**config.mk**
```make
export PLATFORM = sky130hd
export DESIGN_NAME = fifo_wp_ctrl
export DESIGN_NICKNAME = d
export VERILOG_FILES = /design/src/rtl/fifo_ptr_pkg.sv /design/src/rtl/fifo_wp_stats.sv /design/src/rtl/fifo_wp_ctrl.sv
export SDC_FILE = /design/constraint.sdc
export NUM_CORES = 1
export LEC_CHECK = 0
export CORE_MARGIN = 2
export CORE_UTILIZATION = 60
export CTS_BUF_LIST = sky130_fd_sc_hd__clkbuf_2
export DETAILED_ROUTE_END_ITERATION = 7
export DONT_BUFFER_PORTS = 1
export HOLD_SLACK_MARGIN = 0.08
export PLACE_DENSITY = 0.87
export SLEW_MARGIN = 5
export SYNTH_ARGS = -nofsm -noshare
export SYNTH_HDL_FRONTEND = slang
export SYNTH_SLANG_ARGS = --single-unit
```
**constraint.sdc**
```tcl
create_clock -name clk -period 3.8 [get_ports clk]
set_clock_uncertainty 0.2 [all_clocks]
set_input_delay 1.14 -clock clk [delete_from_list [all_inputs] [get_ports clk]]
set_output_delay 1.14 -clock clk [all_outputs]
set_load 0.05 [all_outputs]
```
**src/rtl/fifo_ptr_pkg.sv**
```systemverilog
// Shared FIFO pointer definitions: default widths, write-side FSM states and the
// full-detect helper used by both the write and read pointer controllers.
package fifo_ptr_pkg;

    localparam int unsigned FIFO_ADDR_W = 8;
    localparam int unsigned FIFO_STAT_W = 16;

    typedef enum logic [1:0] {
        ST_IDLE    = 2'd0,
        ST_PKT     = 2'd1,
        ST_DISCARD = 2'd2
    } wp_state_t;

    // Full when the slot after wp is rp (one slot kept unused); aw must be < 32.
    function automatic logic ptr_full(input logic [31:0] wp, input logic [31:0] rp,
                                      input int unsigned aw);
        logic [31:0] mask;
        mask = (32'd1 << aw) - 32'd1;
        return (((wp + 32'd1) ^ rp) & mask) == 32'd0;
    endfunction

endpackage

```
**src/rtl/fifo_wp_stats.sv**
```systemverilog
// Saturating packet/drop counter pair for the FIFO write-pointer controller.
module fifo_wp_stats
    import fifo_ptr_pkg::*;
#(
    parameter int unsigned STAT_W = FIFO_STAT_W
) (
    input  logic              clk,
    input  logic              rst,
    input  logic              pkt_inc,
    input  logic              drop_inc,
    output logic [STAT_W-1:0] pkt_cnt,
    output logic [STAT_W-1:0] drop_cnt
);

    always_ff @(posedge clk) begin
        if (rst) begin
            pkt_cnt  <= '0;
            drop_cnt <= '0;
        end else begin
            if (pkt_inc && (pkt_cnt != '1))
                pkt_cnt <= pkt_cnt + STAT_W'(1);
            if (drop_inc && (drop_cnt != '1))
                drop_cnt <= drop_cnt + STAT_W'(1);
        end
    end

endmodule

```
**src/rtl/fifo_wp_ctrl.sv**
```systemverilog
// Packet FIFO write-pointer controller: speculative WP, WP_commit published on eop,
// rollback on drop/overflow. Optional stats counters under FIFO_WP_STATS_EN.
module fifo_wp_ctrl
    import fifo_ptr_pkg::*;
#(
    parameter int unsigned ADDR_W = FIFO_ADDR_W
`ifdef FIFO_WP_STATS_EN
    ,
    parameter int unsigned STAT_W = FIFO_STAT_W
`endif
) (
    input  logic              clk,
    input  logic              rst,
    input  logic              wr_en,
    input  logic              wr_sop,
    input  logic              wr_eop,
    input  logic              drop,
    input  logic [ADDR_W-1:0] RP,
    output logic              mem_we,
    output logic [ADDR_W-1:0] mem_addr,
    output logic [ADDR_W-1:0] WP,
    output logic [ADDR_W-1:0] WP_commit,
    output logic              FIFO_FULL,
    output logic              pkt_drop,
    output logic              proto_err
`ifdef FIFO_WP_STATS_EN
    ,
    output logic [STAT_W-1:0] pkt_cnt,
    output logic [STAT_W-1:0] drop_cnt
`endif
);

    wp_state_t state;
    logic      full;
    logic      accept;
    logic      commit;

    assign full      = ptr_full(32'(WP), 32'(RP), ADDR_W);
    assign FIFO_FULL = full;
    assign mem_addr  = WP;

    always_comb begin
        accept = 1'b0;
        case (state)
            ST_IDLE: accept = wr_en & wr_sop & ~full;
            ST_PKT:  accept = wr_en & ~drop & ~wr_sop & ~full;
            default: accept = 1'b0;
        endcase
    end

    // A word presented during reset is never written.
    assign mem_we = accept & ~rst;
    assign commit = accept & wr_eop;

    always_ff @(posedge clk) begin
        if (rst) begin
            state     <= ST_IDLE;
            WP        <= '0;
            WP_commit <= '0;
            pkt_drop  <= 1'b0;
            proto_err <= 1'b0;
        end else begin
            pkt_drop  <= 1'b0;
            proto_err <= 1'b0;
            if (accept)
                WP <= WP + ADDR_W'(1);
            if (commit)
                WP_commit <= WP + ADDR_W'(1);
            case (state)
                ST_IDLE: begin
                    if (wr_en) begin
                        if (!wr_sop) begin
                            proto_err <= 1'b1;
                        end else if (full) begin
                            pkt_drop <= 1'b1;
                            state    <= wr_eop ? ST_IDLE : ST_DISCARD;
                        end else if (!wr_eop) begin
                            state <= ST_PKT;
                        end
                    end
                end
                ST_PKT: begin
                    // drop, nested sop and overflow all abort the packet the same way
                    if (drop || (wr_en && (wr_sop || full))) begin
                        WP       <= WP_commit;
                        pkt_drop <= 1'b1;
                        state    <= (wr_en && wr_eop) ? ST_IDLE : ST_DISCARD;
                    end else if (wr_en && wr_eop) begin
                        state <= ST_IDLE;
                    end
                end
                ST_DISCARD: begin
                    if (wr_en && wr_eop)
                        state <= ST_IDLE;
                end
                default: state <= ST_IDLE;
            endcase
        end
    end

`ifdef FIFO_WP_STATS_EN
    fifo_wp_stats #(
        .STAT_W(STAT_W)
    ) u_stats (
        .clk     (clk),
        .rst     (rst),
        .pkt_inc (commit),
        .drop_inc(pkt_drop),
        .pkt_cnt (pkt_cnt),
        .drop_cnt(drop_cnt)
    );
`endif

endmodule
```
== Word level (Yosys, flattened, before mapping) ==
Cells that the tools add are included.
Widths: inputs -> output; s select.

* Add/sub/neg operators: 2
* Equal/unequal tests: 5
* Multiplexer cells: 19
* Bitwise gates (word level): 14
* Reduce and logical (&&, ||, !) cells: 8

{| class="wikitable"
|+ Operator list
! kind !! number
|-
| $logic_not 32->1 || 1
|-
| $mux 8 || 3
|-
| $add 8x1->8 const B || 2
|-
| $mux 2 || 8
|-
| $xor 8x8->8 || 1
|-
| $and 1x1->1 || 7
|-
| $not 1->1 || 6
|-
| $pmux 2 s3 || 1
|-
| $mux 1 || 5
|-
| $ne 2x2->1 const B || 2
|-
| $pmux 1 s2 || 2
|-
| $ne 3x3->1 const B || 1
|-
| $reduce_and 3->1 || 1
|-
| $reduce_or 3->1 || 1
|-
| $eq 2x1->1 const B || 1
|-
| $eq 2x2->1 const B || 1
|-
| $logic_and 1x1->1 || 2
|-
| $logic_not 2->1 || 1
|-
| $logic_or 1x1->1 || 2
|}

* Flip-flop bits (word level): 20
* Output and inout bits: 28
* Word-level logic and storage cells: 53

== Longest topological paths before layout ==
* Word-level depth: 9
* Mapped depth: 10
* Depth with buffers taken out: 8

== Worst setup path after synthesis ==
OpenSTA, ideal clock, no wires.

* Path kind: input to output
* Start point: in RP[4]
* End point: out mem_we
* Data arrival time: 3.190 ns
* Data required time: 2.460 ns
* Slack: -0.730 ns
* Cell stages on the path: 8
* Path buffers: 2
* Cells stage by stage: xor2_1 > xnor2_1 > a211oi_4 > nand3_4 > inv_2 > buf_6 > buf_6 > nor3_1

* Cells in the longest elaborated chain, start to end: 6
* Elaborated cells on any way between the ends: 7

{| class="wikitable"
|+ Ends and longest elaborated chain
! what !! line !! RTL
|-
| start, declared || fifo_wp_ctrl.sv:18 || <nowiki>input logic [ADDR_W-1:0] RP,</nowiki>
|-
| $xor 8x8->8 * || fifo_ptr_pkg.sv:19 || <nowiki>return (((wp + 32'd1) ^ rp) & mask) == 32'd0;</nowiki>
|-
| $logic_not 32->1 * || fifo_ptr_pkg.sv:19 ||
|-
| net FIFO_FULL || fifo_wp_ctrl.sv:23 || <nowiki>output logic FIFO_FULL,</nowiki>
|-
| $not 1->1 * || fifo_wp_ctrl.sv:45, fifo_wp_ctrl.sv:46 ||
|-
| $and 1x1->1 (on tied branches) || fifo_wp_ctrl.sv:46, fifo_wp_ctrl.sv:45 ||
|-
| $pmux 1 s2 * || fifo_wp_ctrl.sv:44 || <nowiki>case (state)</nowiki>
|-
| $and 1x1->1 * || fifo_wp_ctrl.sv:52 || <nowiki>assign mem_we = accept & ~rst;</nowiki>
|-
| end, declared || fifo_wp_ctrl.sv:19 || <nowiki>output logic mem_we,</nowiki>
|}

Mark *: on every way through the listed nets, which the timed path passes. The rest lies on a longest branch.

== Worst setup path in the final report ==
* Start point: in RP[5]
* End point: out mem_we

* Cells in the longest elaborated chain, start to end: 6
* Elaborated cells on any way between the ends: 7

{| class="wikitable"
|+ Ends and longest elaborated chain
! what !! line
|-
| $xor 8x8->8 * || fifo_ptr_pkg.sv:19
|-
| $logic_not 32->1 * || fifo_ptr_pkg.sv:19
|-
| $not 1->1 * || fifo_wp_ctrl.sv:45, fifo_wp_ctrl.sv:46
|-
| $and 1x1->1 (on tied branches) || fifo_wp_ctrl.sv:46, fifo_wp_ctrl.sv:45
|-
| $pmux 1 s2 * || fifo_wp_ctrl.sv:44
|-
| $and 1x1->1 * || fifo_wp_ctrl.sv:52
|}

Mark *: on every way between the ends. The rest lies on a longest branch, timed or not.

==> results list <==
- Maximum Capacitance Violations: 0
- After global routing the overflow that remains totals 0.
- For this run, design rule violations remaining after detail routing come to 0.
- During synthesis, Yosys emitted a total of 0 warnings.
- In this run, synthesis produced a sequential element count of 20.
- The flow ran to the end, and the final reports show no timing, DRC or antenna violations.
* Count of inserted antenna diode cells: 0
* Crit share post-route: a little over nine tenths
- Cell family with the largest share of critical-path delay: simple AND/OR/NAND/NOR gates
- The largest single stage delay on the critical path is 360 ps.
- The number of nets handed over by synthesis was between 150 and 200.
- Number of design-rule violations left by the first detailed-router iteration: 80
* Maximum number of pins on one net before global-route repair: 21
- Leakage: 0.485 nW
- Along the worst path, the maximum fanout reaches 7.
- Routability-driven placement finished with a final weighted congestion of 0.882.
- After synthesis, the share of flip-flops with an asynchronous set or reset is 0%.
- Yosys cell types: a little over 40
* Clock sink count: 20
* Clock-pin slew of the registers on the worst-case setup and hold paths: about 190 ps
- Summing all multi-input logic gate instances after layout gives 871 sq um.
- The worst hold path belongs to the class reg2reg.
- Setup repair after global routing left no endpoint under its margin.
* Clock latency on the worst-skew pair: 320 ps
- The number of hold violations in the final report is 0.
- Final instance count without filler cells: 189
- Maximum achievable frequency: between 0.2 and 0.3 GHz
* Fin Setup TNS: 0 ps
* Half-perimeter wire length after detailed placement: 2620 microns
* Mapped Area: 1420 sq um
- In the post-route analysis, the smallest setup slack over all paths is 77.7 ps.
- A synthesized cell averages 8.81 sq um.
* Clk Tree Root Cell: clkbuf_2
- The die is 52.6 microns wide.
- From synthesis to final layout, the design area changed by 4.59%.
- Core area: 2230 sq um
- Max-slew headroom: 60.5%
- Critical Path RT: 2460 ps
- Overall power after layout: 439 uW
* Data arrival time of the critical path: around 2400 ps
- Die area: ~2800 sq um
- Post-Place Cells: around 190
- Endpoints failing setup: 0
- Number of antenna violations at the first check in global routing: 0
- In this run the remaining antenna-violating nets after routing total 0.
* Min cycle time layout: roughly 3700 ps
- In this run the count of I/O pins placed on the die edge is 42.
- The detailed router placed 1349 vias in this run.
- Area of all placed cells without fillers: about 1500 sq um
- The number of buffers and inverters on the critical path is 2.
* Critical setup path kind: in2out
- The worst setup path is captured at an output pin.
* Worst slack, placed: around 48 ps
- The placed instances occupy a cell area of 1460 sq um.
* Starting Density: 63.5%
- Final routed wirelength across all metal layers: 3630 microns
- The first detailed-routing pass ran for 4 iterations.
- Row count: 17
* Total global-route track usage: 28.8%
* TritonCTS clock tree: built
- The first global-routing pass estimated 5890 microns of wire.
* Share of layout cells above drive strength 1: 22.4%
* Number of enable flip-flop cells after synthesis: 0
- Via count of the first global-routing pass: 1276
- Port bufs: 0
- Worst-case vdd ir drop: 176 uV
* Cell breakdown of the critical path: xnor2_1 > or3_1 > a211oi_4 > nand3_4 > inv_4 > nor3_4 > buf_4
* Most common flop cell mapped by yosys: dfxtp_1
- Sequential elements use 28.2% of the synthesized area.
* DIE HEIGHT: 52.6 microns
- CTS built an H-tree with a depth of 1.
- Number of nets in the layout: 178
- Clock buffers created by TritonCTS: 3
- The largest individual stage delay along the critical path comes from the cell or3_1.
- Average via count per standard cell: roughly 7.1
- Post-CTS timing repair inserted 0 buffers for setup.
- The clock passes through at most 2 buffers.
- Max-slew violation total from the final report: 0
* Gate Count Post-Synth: 161
- Storage element area: 402 sq um
- Number of filler instances in the final layout: 203
- Kind of start point of the critical path: primary input
* Routed len/inst: between 15 and 20 microns
- At the pin with the least slew margin, the transition time is around 590 ps.
* Power density over cell area: 296 nW/um^2
[layout by cell type, fill, tap and decap left out, types with 2 or more instances in the layout]
| master | count |
|---|---|
| or3_1 | 3 |
| or4_1 | 5 |
| a211oi_1 | 15 |
| buf_4 | 18 |
| o21ai_1 | 3 |
| nand3b_1 | 2 |
| a31oi_1 | 7 |
| o21ai_0 | 4 |
| nor2_1 | 5 |
| xnor2_1 | 8 |
| o31ai_1 | 6 |
| nand4_1 | 3 |
| a21oi_1 | 4 |
| xor2_1 | 7 |
| a211oi_4 | 2 |
| nand3_1 | 6 |
| inv_1 | 5 |
| clkbuf_2 | 3 |
| nor2b_1 | 2 |
| a311oi_1 | 7 |
| nand4_2 | 2 |
| nor3_1 | 2 |
| dfxtp_1 | 19 |
| nand2_1 | 5 |
| or2_2 | 2 |
[flip-flops by register name, indices dropped and copies added (netlist names)]
register	flops
WP	8
pkt_drop	1
state	2
WP_commit	8
proto_err	1
[Yosys cell counts, types with 2 or more instances]
cell type,number,area share (%)
buf_4,8,4.2
buf_6,3,2.4
a21oi_1,4,1.4
or2_2,2,0.88
nand4_2,2,1.8
nand3b_1,2,1.1
nor2b_1,2,0.88
buf_2,3,1.1
nand3_1,6,2.1
nor2_1,5,1.3
or3_1,3,1.3
xnor2_1,8,4.9
dfxtp_1,20,28
o21ai_0,4,1.4
nor3_1,3,1.1
clkbuf_1,7,1.9
o21ai_1,3,1.1
or4_1,5,2.6
a311oi_1,7,4.3
a31oi_1,7,3.1
inv_1,5,1.3
nand2_1,5,1.3
xor2_1,7,4.3
a211oi_4,2,2.8
o31ai_1,6,3.2
a211oi_1,15,7.9
nand4_1,3,1.3
[metrics by stage]
step	hold slack (ps)	util (%)
2_1_floorplan	303	-
3_3_place_gp	321	65.5
3_5_place_dp	335	65.5
4_1_cts	358	66.2
5_1_grt	368	66.4
6_report	347	66.4
[power breakdown]
| group | internal (mW) | switching, mW |
|---|---|---|
| Clock | 0.0215 | 0.0681 |
| Sequential | 0.219 | 0.0276 |
| Combinational | 0.0353 | 0.0674 |
[logic make-up (layout without fill, tap and decap cells)]
kind of cell / Yosys count / in the layout / share of synthesized area [%]
simple gates: 41 / 41 / 18.2
buf+inv: 27 / 27 / 11.1
flops: 20 / 20 / 28.2
compound gates: 56 / 56 / 30.7
xor+xnor: 16 / 16 / 10.9
fa+ha+maj: 1 / 1 / 0.882
[area by class of cell]
class,instances,area share (%)
clock buffers,3,1.01
inverters,6,1.69
repair buffers,18,9.11
well taps,28,2.36
multi-input cells,114,58.7
flip-flops and latches,20,27.1
[timing repair]
item,4_1_cts,5_1_grt
gates resized for setup,0,2
hold buffers,0,0
setup endpoints to repair,0,2
[path summary, 6_finish.rpt]
check	from	end	slack, ps	cells after the start
worst min-delay path	WP[0]	WP_commit[0]	350	1
worst max-delay path	RP[5]	mem_we	80	7
worst min register to register	WP[0]	WP_commit[0]	350	1
worst max register to register	WP[3]	WP_commit[0]	820	10
[routing by layer]
layer  global-route usage (%)  share of wire, %  up-vias
met3                     7.43                12        6
li1                         -                 -      609
met4                     14.1              0.94        0
met5                        0                 0        -
met1                     34.9                38      639
met2                     46.9                49       95
(Power assumes the default switching activity.)
